**src/rtl/uart_defs.sv**
```systemverilog
// Shared UART definitions: transmitter state encoding, parity mode and line levels.
// Used by uart_tx (PARITY state only entered when built with UART_TX_PARITY_EN).
package uart_defs;

  typedef enum logic [2:0] {
    TX_IDLE   = 3'd0,
    TX_REQ    = 3'd1,
    TX_START  = 3'd2,
    TX_DATA   = 3'd3,
    TX_PARITY = 3'd4,
    TX_STOP   = 3'd5
  } TxState_t;

  typedef enum logic {
    EVEN = 1'b0,
    ODD  = 1'b1
  } Parity_t;

  localparam logic UART_IDLE_LVL  = 1'b1;
  localparam logic UART_START_LVL = 1'b0;

  function automatic logic parity_bit(input logic data_xor, input Parity_t mode);
    return data_xor ^ (mode == ODD);
  endfunction

endpackage

```
**src/rtl/uart_baud_cnt.sv**
```systemverilog
// Bit-period down-counter: loads div, counts to zero, tick marks the last cycle of a period.
// Shared by the TX serializer and the RX sampler.
module uart_baud_cnt #(
  parameter int DIV_W = 16
) (
  input  logic             tck,
  input  logic             rst_n,
  input  logic             load,
  input  logic [DIV_W-1:0] div,
  output logic             tick
);

  logic [DIV_W-1:0] cnt;

  always_ff @(posedge tck) begin
    if (!rst_n) begin
      cnt <= '0;
    end else if (load) begin
      cnt <= div;
    end else if (cnt != '0) begin
      cnt <= cnt - 1'b1;
    end
  end

  assign tick = (cnt == '0);

endmodule

```
**src/rtl/uart_tx.sv**
```systemverilog
// UART transmit serializer with RTS/CTS handshake toward flow control.
// Optional parity bit is compiled in with `define UART_TX_PARITY_EN.
module uart_tx
  import uart_defs::*;
#(
  parameter int DATA_W = 8,
  parameter int DIV_W  = 16
) (
  input  logic              tck,
  input  logic              rst_n,
  input  logic [DATA_W-1:0] data_i,
  input  logic              valid_i,
  output logic              ready_o,
  input  logic [DIV_W-1:0]  baud_div_i,
  input  logic              two_stop_i,
`ifdef UART_TX_PARITY_EN
  input  logic              parity_en_i,
  input  logic              parity_odd_i,
`endif
  input  logic              tx_enable_i,
  output logic              tx_rts_n_o,
  input  logic              tx_cts_n_i,
  output logic              tx_o,
  output logic              busy_o
);

  localparam int IDX_W = (DATA_W > 1) ? $clog2(DATA_W) : 1;

  TxState_t          state_q, state_d;
  logic [DATA_W-1:0] shift_q;
  logic [DIV_W-1:0]  div_q;
  logic              two_stop_q;
  logic [IDX_W-1:0]  bit_idx_q;
  logic              stop_idx_q;
  logic              tx_q, tx_d;
  logic              tick, cnt_load, accept, last_bit;
`ifdef UART_TX_PARITY_EN
  logic              par_en_q, par_bit_q;
`endif

  assign accept   = valid_i & tx_enable_i & (state_q == TX_IDLE);
  assign last_bit = (bit_idx_q == IDX_W'(DATA_W - 1));

  uart_baud_cnt #(.DIV_W(DIV_W)) u_baud (
    .tck   (tck),
    .rst_n (rst_n),
    .load  (cnt_load),
    .div   (div_q),
    .tick  (tick)
  );

  // Shadow copy of the word and its framing; frozen for the whole frame.
  always_ff @(posedge tck) begin
    if (accept) begin
      shift_q    <= data_i;
      div_q      <= baud_div_i;
      two_stop_q <= two_stop_i;
`ifdef UART_TX_PARITY_EN
      par_en_q   <= parity_en_i;
      par_bit_q  <= parity_bit(^data_i, Parity_t'(parity_odd_i));
`endif
    end else if (state_q == TX_DATA && tick) begin
      shift_q <= shift_q >> 1;
    end
  end

  always_ff @(posedge tck) begin
    if (!rst_n) begin
      state_q <= TX_IDLE;
      tx_q    <= UART_IDLE_LVL;
    end else begin
      state_q <= state_d;
      tx_q    <= tx_d;
    end
  end

  always_ff @(posedge tck) begin
    if (!rst_n) begin
      bit_idx_q  <= '0;
      stop_idx_q <= 1'b0;
    end else begin
      if (state_q != TX_DATA) bit_idx_q <= '0;
      else if (tick)          bit_idx_q <= bit_idx_q + 1'b1;
      if (state_q != TX_STOP) stop_idx_q <= 1'b0;
      else if (tick)          stop_idx_q <= 1'b1;
    end
  end

  always_comb begin
    state_d = state_q;
    unique case (state_q)
      TX_IDLE:  if (accept) state_d = TX_REQ;
      TX_REQ:   if (!tx_cts_n_i && tx_enable_i) state_d = TX_START;
      TX_START: if (tick) state_d = TX_DATA;
`ifdef UART_TX_PARITY_EN
      TX_DATA:   if (tick && last_bit) state_d = par_en_q ? TX_PARITY : TX_STOP;
      TX_PARITY: if (tick) state_d = TX_STOP;
`else
      TX_DATA:  if (tick && last_bit) state_d = TX_STOP;
`endif
      TX_STOP:  if (tick && (stop_idx_q || !two_stop_q)) state_d = TX_IDLE;
      default:  state_d = TX_IDLE;
    endcase
  end

  // Line level is chosen from the next state so tx_o changes on the same edge as the state.
  always_comb begin
    ready_o    = 1'b0;
    tx_rts_n_o = 1'b1;
    busy_o     = 1'b1;
    cnt_load   = 1'b0;
    tx_d       = UART_IDLE_LVL;
    case (state_q)
      TX_IDLE: begin
        ready_o = tx_enable_i;
        busy_o  = 1'b0;
      end
      TX_REQ: begin
        tx_rts_n_o = !tx_enable_i;
        cnt_load   = 1'b1;
      end
      default: begin
        tx_rts_n_o = 1'b0;
        cnt_load   = tick;
      end
    endcase
    case (state_d)
      TX_START:  tx_d = UART_START_LVL;
      TX_DATA:   tx_d = (state_q == TX_DATA && tick) ? shift_q[1] : shift_q[0];
`ifdef UART_TX_PARITY_EN
      TX_PARITY: tx_d = par_bit_q;
`endif
      default:   tx_d = UART_IDLE_LVL;
    endcase
  end

  assign tx_o = tx_q;

endmodule

```
**config.mk**
```make
export PLATFORM = sky130hd
export DESIGN_NAME = uart_tx
export DESIGN_NICKNAME = d
export VERILOG_FILES = /design/src/rtl/uart_defs.sv /design/src/rtl/uart_baud_cnt.sv /design/src/rtl/uart_tx.sv
export SDC_FILE = /design/constraint.sdc
export NUM_CORES = 1
export LEC_CHECK = 0
export ABC_CLOCK_PERIOD_IN_PS = 2800
export CORE_MARGIN = 2
export CORE_UTILIZATION = 54
export CTS_CLUSTER_SIZE = 25
export DETAILED_ROUTE_END_ITERATION = 10
export PLACE_DENSITY_LB_ADDON = 0.12
export SLEW_MARGIN = 20
export SYNTH_ARGS = -nofsm -noshare
export SYNTH_HDL_FRONTEND = slang
export SYNTH_SLANG_ARGS = --single-unit
```
**constraint.sdc**
```tcl
create_clock -name tck -period 2.8 [get_ports tck]
set_clock_uncertainty 0.15 [all_clocks]
set_input_delay 0.84 -clock tck [delete_from_list [all_inputs] [get_ports tck]]
set_output_delay 0.84 -clock tck [all_outputs]
set_load 0.1 [all_outputs]
```
==> out/qor.yml <==
critical_path:
  cp_slowest_stage_delay_ns: 0.54
  endpoint_kind: "primary output"
  crit_path_top_delay_cell: "clkdlybuf4s50_1"
  cp_max_fo: 3
  crit_chain: "clkdlybuf4s50_1 -> and2_4 -> buf_12"
  ff2ff_path_depth: 8
  cp-start-kind: "input port"
  cp.arrival_ns: 1.77
  crit_required_ns: 1.81
  crit_type: "in -> out"
detailed_routing:
  vias: 1600
  wire_per_inst_um: 14.5
  detail_route.wirelength_um: 4140
  vias_per_cell: 5.61
  ant_nets: 0
  drc: 0
  initialDrtViolationCount: 112
  drt_first_pass_iters: 4
sta:
  setup_viol: 0
  slew-limit-headroom_pct: 55.1
  timing.final.max_slew_violations: 0
  fmax_mhz: 363
  finalCriticalPeriod_ns: 2.76
  fin_setup_tns_ns: 0
  postLayoutSetupSlackWorst_ns: 0.0434
  hold_violations: 0
  rsz0062_at_grt: "false"
  finalCritPeriodShare_pct: 98.4
  tightest_slew_ns: 0.669
layout:
  utilization_pct: 69.3
  synthToLayoutAreaGrowth_pct: 21.7
  drive_gt1_share_pct: 20.4
  final_common_cell: "clkdlybuf4s50_1"
  mostFrequentLayoutCells: "29 x clkdlybuf4s50_1, 26 x nor2_1, 25 x edfxtp_1"
  nNetsFinal: 267
  antenna_cells: 0
  fin_area_mm2: 0.00283
pwr:
  power.leakage_nw: 0.990
  ir_worst_vdd_uv: 382
  p_per_area_mw_per_mm2: 790
cts:
  cts_buffers: 5
  clock_latency_ns: 0.29
  h-tree-depth: 2
  cts_tree: "yes"
  holdBufCountCts: 0
  clock_sinks: 49
  root_buffer: "clkbuf_8"
  path_clk_slew_ns: 0.08
  cts_post_setup_buffers_inserted: 0
  clk_path_buf_depth: 2
  cts_resized: 0
grt:
  grt-ovfl-total: 0
  grt_pass1_wl_um: 7360
  grt_max_degree: 28
  antenna_found_initial: 0
  grt_util_all_layers_pct: 18.7
  grt_pass1_vias: 1654
min_path:
  min_path_type: "reg -> reg"
  min_path_cells: 2
synth:
  synth_area_mm2: 0.00233
  ys_warn_count: 0
  synth.yosys.seq_area_share_pct: 52.9
  syn_nets: 227
  synth_flop_cell: "edfxtp_1"
  ys_seq_elements: 49
  synth_edf_count: 25
  synthCells: 194
  syn-mean-instance-area_um2: 12.0
  synth-async-reset-ratio_pct: 0
  ys_types: 47
floorplanning:
  start_util_pct: 56.9
  design.core.area_mm2: 0.00409
  num_io_pins: 34
  die_y_um: 69.6
  rows: 23
  die-area_mm2: 0.00485
  die_width_um: 69.6
placed_design:
  hpwlAfterDp_um: 3030
  placed_cell_area_mm2: 0.00274
  portBuffers: 33
  routabilityCongestion: 0.850
  place_ws_ns: 0.0518
job:
  max_cap_viol_count: 0
outcome:
  status: "completed"
[stage by stage]
step	total power, mW	instances	hold WS [ns]
finish	2.24	285	0.351
global route	2.39	285	0.387
CTS	2.26	285	0.358
detailed placement	1.86	277	0.342
global placement	1.83	277	0.329
floorplan	1.64	194	0.313
[logic make-up after synthesis]
family | after synthesis | synth area share (%)
AO/OA/AOI/OAI | 34 | 14.1
multiplexers | 9 | 4.25
XOR/XNOR | 14 | 5.27
flip-flops | 49 | 52.9
buffers and inverters | 14 | 3.66
adder cells (fa/ha/maj) | 3 | 1.61
AND/OR/NAND/NOR | 71 | 18.2
[routing by layer]
layer | wire length, um | vias up | share of wire [%] | global-route usage [%]
li1 | - | 793 | - | -
met1 | 1830 | 758 | 44 | 24.3
met2 | 2040 | 44 | 49 | 31.6
met3 | 238 | 5 | 5.7 | 4.22
met4 | 34 | 0 | 0.82 | 5.13
met5 | 0 | - | 0 | 0
[worst max-delay path, delay by kind of cell]
family / cells / cell delay (ns)
simple gates: 1 / 0.21
buf+inv: 2 / 0.72
[flip-flops by register name, indices dropped and copies added, names as in the netlist]
register	flops
u_baud.cnt	16
bit_idx_q	3
state_q	3
stop_idx_q	1
tx_o	1
div_q	16
two_stop_q	1
shift_q	8
[synth_stat cells, types with 3 or more instances]
master | count | area, um^2
inv_1 | 7 | 26.3
o21ai_0 | 3 | 15.0
nor3_1 | 5 | 25.0
nand2_1 | 6 | 22.5
nand3_1 | 6 | 30.0
nor4_2 | 3 | 37.5
mux2_1 | 7 | 78.8
edfxtp_1 | 25 | 751
dfxtp_1 | 24 | 480
or3_1 | 3 | 18.8
xor2_1 | 4 | 35.0
buf_6 | 4 | 45.0
nor3_2 | 3 | 30.0
ha_1 | 3 | 37.5
nor2_1 | 26 | 97.6
a211oi_2 | 14 | 175
a31oi_1 | 5 | 31.3
xnor2_1 | 10 | 87.6
[worst paths after layout]
kind | from | to | slack (ns)
hold reg to reg | stop_idx_q | stop_idx_q | 0.35
setup / recovery | tx_enable_i | ready_o | 0.04
setup reg to reg | u_baud.cnt[0] | u_baud.cnt[14] | 0.53
hold / removal | stop_idx_q | stop_idx_q | 0.35
[area by class of cell]
| class | count | area [um^2] |
|---|---|---|
| well taps | 50 | 62.6 |
| repair buffers | 40 | 410 |
| fillers | 296 | 1250 |
| multi-input cells | 131 | 1020 |
| flip-flops and latches | 49 | 1230 |
| inverters | 7 | 26.3 |
| clock inverters | 2 | 10.0 |
| clock buffers | 6 | 72.6 |
[where the power goes]
group	internal, mW	total, mW	switching (mW)
combinational	0.414	0.828	0.413
sequential	0.877	1.02	0.140
clock	0.173	0.392	0.219
total	1.46	2.24	0.772
No activity file was read; power rests on OpenSTA's default activity.
